`src/rtl/mult4u_sched.sv`:
```
// Dual-requester scheduler for a shared 4x4 multiplier with duplex compare.
// Ports: req0/req1 valid/ready/a/b in, mult_a/mult_b/mult_p, rsp_* out, err_cnt.
module mult4u_sched #(
  parameter int MAX_RETRY = 2
) (
  input  logic       clk,
  input  logic       rst_n,
  input  logic       req0_valid,
  input  logic       req1_valid,
  output logic       req0_ready,
  output logic       req1_ready,
  input  logic [3:0] req0_a,
  input  logic [3:0] req0_b,
  input  logic [3:0] req1_a,
  input  logic [3:0] req1_b,
  output logic [3:0] mult_a,
  output logic [3:0] mult_b,
  input  logic [7:0] mult_p,
  output logic       rsp_valid,
  input  logic       rsp_ready,
  output logic       rsp_id,
  output logic [7:0] rsp_p,
  output logic       rsp_err,
  output logic [7:0] err_cnt
);

  typedef enum logic [2:0] {
    IDLE, RUN1, RUN2, CHECK, RESP
  } state_t;

  state_t     state, state_d;
  logic       last_grant;
  logic       id_q;
  logic       err_q;
  logic [2:0] retry;
  logic [3:0] a_q, b_q;
  logic [7:0] p1, p2;
  logic [7:0] cnt_q;
  logic       both;
  logic       sel;
  logic       accept;
  logic       mism;
  logic       can_retry;

  // sel picks requester 1 when it alone is valid,
  // or on a tie when requester 0 was granted last.
  always_comb begin
    both       = req0_valid & req1_valid;
    sel        = both ? ~last_grant : req1_valid;
    req0_ready = (state == IDLE) & req0_valid & ~sel;
    req1_ready = (state == IDLE) & req1_valid & sel;
    accept     = req0_ready | req1_ready;
    mism       = (p1 != p2);
    can_retry  = (retry < 3'(MAX_RETRY));
  end

  always_comb begin
    state_d   = state;
    mult_a    = 4'd0;
    mult_b    = 4'd0;
    rsp_valid = 1'b0;
    unique case (state)
      IDLE: begin
        if (accept) state_d = RUN1;
      end
      RUN1: begin
        mult_a  = a_q;
        mult_b  = b_q;
        state_d = RUN2;
      end
      RUN2: begin
        // Swapped order so an order-sensitive
        // fault shows up as a mismatch.
        mult_a  = b_q;
        mult_b  = a_q;
        state_d = CHECK;
      end
      CHECK: begin
        if (mism && can_retry) state_d = RUN1;
        else                   state_d = RESP;
      end
      RESP: begin
        rsp_valid = 1'b1;
        if (rsp_ready) state_d = IDLE;
      end
      default: state_d = IDLE;
    endcase
  end

  always_ff @(posedge clk or negedge rst_n) begin
    if (!rst_n) begin
      state      <= IDLE;
      last_grant <= 1'b1;
      id_q       <= 1'b0;
      err_q      <= 1'b0;
      retry      <= 3'd0;
      a_q        <= 4'd0;
      b_q        <= 4'd0;
      p1         <= 8'd0;
      p2         <= 8'd0;
      cnt_q      <= 8'd0;
    end else begin
      state <= state_d;
      if (state == IDLE && accept) begin
        a_q        <= req1_ready ? req1_a : req0_a;
        b_q        <= req1_ready ? req1_b : req0_b;
        id_q       <= req1_ready;
        last_grant <= req1_ready;
        retry      <= 3'd0;
      end
      if (state == RUN1) p1 <= mult_p;
      if (state == RUN2) p2 <= mult_p;
      if (state == CHECK) begin
        err_q <= mism & ~can_retry;
        if (mism && cnt_q != 8'hFF)
          cnt_q <= cnt_q + 8'd1;
        if (mism && can_retry)
          retry <= retry + 3'd1;
      end
    end
  end

  assign rsp_id  = id_q;
  assign rsp_p   = p1;
  assign rsp_err = err_q;
  assign err_cnt = cnt_q;

endmodule

```
`config.mk`:
```
export PLATFORM = sky130hd
export DESIGN_NAME = mult4u_sched
export DESIGN_NICKNAME = d
export VERILOG_FILES = /design/src/rtl/mult4u_sched.sv
export SDC_FILE = /design/constraint.sdc
export NUM_CORES = 1
export LEC_CHECK = 0
export ABC_CLOCK_PERIOD_IN_PS = 3200
export BUFFER_PORTS_ARGS = -buffer_cell sky130_fd_sc_hd__buf_2
export CAP_MARGIN = 20
export CORE_ASPECT_RATIO = 1.25
export CORE_MARGIN = 1
export CORE_UTILIZATION = 57
export CTS_BUF_LIST = sky130_fd_sc_hd__clkbuf_8
export CTS_CLUSTER_SIZE = 28
export DETAILED_ROUTE_END_ITERATION = 10
export PLACE_DENSITY = 0.95
export SLEW_MARGIN = 20
export SYNTH_ARGS = -nofsm -noshare
export SYNTH_HDL_FRONTEND = slang
export SYNTH_SLANG_ARGS = --single-unit
```
`constraint.sdc`:
```
create_clock -name clk -period 3.2 [get_ports clk]
set_clock_uncertainty 0.1 [all_clocks]
set_input_delay 0.16 -clock clk [delete_from_list [all_inputs] [get_ports clk]]
set_output_delay 0.16 -clock clk [all_outputs]
set_load 0.05 [all_outputs]
```
==> flow_metrics.py <==
metrics = {
    "floorplan": {
        "num_rows": 23,
        "die_y_um": 68.30,
        "fp.dieW_um": 55.04,
        "die-area_um2": 3759,
        "ioPinCount": 58,
        "initial_core_util_pct": 61.10,
        "core_area_um2": 3281,
    },
    "detailed_routing": {
        "viasPerCell": 5.797,
        "dr.pass1.iters": 4,
        "drc": 0,
        "drt-initial-drc-count": 24,
        "route.vias.total": 1542,
        "avgRoutedWirePerCell_um": 15.38,
        "final_antenna_net_count": 0,
        "drt-total-wl_um": 4092,
    },
    "place": {
        "placed_cells": 256,
        "port_buffers": 57,
        "gp_congestion": 0.7639,
        "dp_hpwl_um": 2915,
    },
    "clock_network": {
        "cts_tree": "yes",
        "cts-buffers-inserted": 5,
        "h-tree-depth": 2,
        "clk-insertion-delay-late_ns": 0.30,
        "ctsResizeCount": 0,
        "cts_setup_buffers": 0,
        "clockBufferDepth": 2,
        "cts.sink_count": 41,
        "clockRootBuffer": "clkbuf_8",
        "clk_pin_slew_ns": 0.08,
    },
    "sta": {
        "period_needed_ns": 2.334,
        "fmax_ghz": 0.4284,
        "worst_slew_pin_slew_ns": 0.8866,
        "fin_crit_sh_pct": 72.95,
        "finalSetupTns_ns": 0,
        "finalHoldViolations": 0,
        "slew_viol_final": 0,
        "setup_viol": 0,
        "timing.slew.headroom_pct": 40.90,
        "rsz0062_at_grt": "false",
    },
    "synth": {
        "synth.avg_cell_area_um2": 11.93,
        "yosys_register_bits": 41,
        "ys.flop_type": "dfrtp_1",
        "yosysUniqueCellTypes": 36,
        "synth_edf_count": 0,
        "syn-num-nets": 199,
        "yosys_warnings": 0,
        "ys_seq_area_share_pct": 51.25,
        "synth.cell_area_um2": 2004,
        "syn_inst": 168,
        "synthArstFlopShare_pct": 100.0,
    },
    "cells_and_area": {
        "diodes": 0,
        "layout_commonest_cell": "buf_2",
        "multiInputGateArea_um2": 913.4,
        "final_cells": 266,
        "drive_above_1_share_pct": 40.61,
        "synthToLayoutAreaGrowth_pct": 21.29,
        "fin_nets": 259,
        "fillers": 241,
        "final_cell_mix": "57 x buf_2, 40 x dfrtp_1, 18 x mux2_2",
        "utilization_pct": 74.10,
        "seq_area_um2": 1027,
    },
    "global_routing": {
        "grt_pass1_wl_um": 6341,
        "grt_usage_pct": 24.19,
        "antenna_found_initial": 0,
        "grt_max_degree": 42,
        "grt_pass1_vias": 1438,
        "gr-total-overflow": 0,
    },
    "power_and_ir_drop": {
        "p_sw_share_pct": 48.29,
        "seqPwrFrac_pct": 32.9,
        "p_per_area_nw_per_um2": 1256,
        "comb_power_share_pct": 52.6,
        "clkPwrFrac_pct": 14.4,
        "intPower_uw": 1579,
        "finalPower_uw": 3053,
        "ir_worst_vdd_v": 0.0008570,
        "p_leak_uw": 0.001196,
        "switchingPower_uw": 1474,
    },
    "setup_path": {
        "cp.required_ns": 2.94,
        "critPathCaptureType": "primary output",
        "cp.arrival_ns": 2.07,
        "critical_path_class": "reg -> out",
        "cp-start-kind": "flop",
        "cp_max_fo": 17,
    },
    "min_path": {
        "hp-class": "in -> reg",
    },
    "outcome": {
        "status": "completed",
    },
    "job": {
        "cap_viol_max_count": 0,
    },
}
synthesized netlist by cell type, types with 3 or more instances:
| cell | number | share of area [%] |
|---|---|---|
| a22o_1 | 8 | 3.5 |
| buf_4 | 3 | 1.1 |
| dfrtp_1 | 40 | 50 |
| inv_1 | 3 | 0.56 |
| mux2_2 | 18 | 10 |
| mux2i_1 | 9 | 4.5 |
| nand2_1 | 17 | 3.2 |
| nand2b_1 | 3 | 0.94 |
| nand3_1 | 5 | 1.2 |
| nand4_1 | 3 | 0.94 |
| nor2_1 | 3 | 0.56 |
| nor3_1 | 5 | 1.2 |
| o21ai_0 | 10 | 2.5 |
| xnor2_1 | 9 | 3.9 |
| xor2_1 | 4 | 1.7 |
per-stage QoR:
step	worst slack, ns	hold WS, ns	cell area (um2)
floorplan	1.179	-0.2356	2004
global placement	1.276	0.2230	2283
detailed placement	1.208	0.2271	2291
CTS	0.8737	0.005313	2421
global route	0.7198	-0.00006517	2431
finish	0.8656	0.0008696	2431
flip-flops by register name (all words and copies together), names as in the netlist:
signal      count
a_q             4
rsp_p           8
rsp_id          1
rsp_err         1
last_grant      1
retry           3
p2              8
b_q             4
err_cnt         8
state           3
area by class of cell:
type / count / share of cell area [%]
tap: 37 / 1.904
inverter: 3 / 0.4632
clock inverter: 2 / 1.544
timing repair buffer: 60 / 12.87
sequential: 41 / 42.25
multi-input combinational: 117 / 37.57
clock buffer: 6 / 3.397
worst max-delay path: stages, from the launching register on:
cell and delay, ns:
dfrtp_1 0.45, nand2b_1 0.20, nor2_2 0.61, a22o_1 0.24, buf_2 0.27
metal layers:
metal	wire length (um)	global-route usage, %	vias to the layer above
li1	-	-	718
met1	1616	27.12	765
met2	2229	42.02	54
met3	201	8.222	5
met4	44	7.813	0
met5	0	0	-
power by group through the flow:
stage	Combinational (uW)	Sequential (uW)	Clock, uW
floorplan	983	1300	0
global placement	1550	994	0
detailed placement	1600	1010	0
CTS	1620	1000	441
global route	1710	1040	468
finish	1610	1010	440
path summary, 6_finish.rpt:
kind | from | end | slack, ns | cells past startpoint
max in group asynchronous | rst_n | err_cnt[3]$_DFFE_PN0P_ | 2.03 | 2
worst max-delay path | state[2]$_DFFE_PN0P_ | mult_b[2] | 0.87 | 4
worst max register to register | state[1]$_DFFE_PN0P_ | a_q[0]$_DFFE_PN0P_ | 1.24 | 4
worst min register to register | retry[0]$_DFF_PN0_ | retry[0]$_DFF_PN0_ | 0.39 | 1
worst min-delay path | mult_p[7] | p2[7]$_DFFE_PN0N_ | 0.0009 | 2
min in group asynchronous | rst_n | rsp_p[2]$_DFFE_PN0N_ | 0.42 | 2
what timing repair did:
action / CTS / global route
hold buffers: 1 / 1
endpoints found under the setup margin: 0 / 0
hold endpoints to repair: 40 / 1
logic make-up (layout without fill, tap and decap cells):
kind of cell	after synthesis	in the layout	synth area share [%]
flops	41	41	51.25
mux	28	28	15.17
buf+inv	10	71	3.183
xor+xnor	13	13	5.680
fa+ha+maj	2	2	1.248
compound gates	23	23	8.240
simple gates	51	51	15.23
No activity file was read; power rests on OpenSTA's default activity.
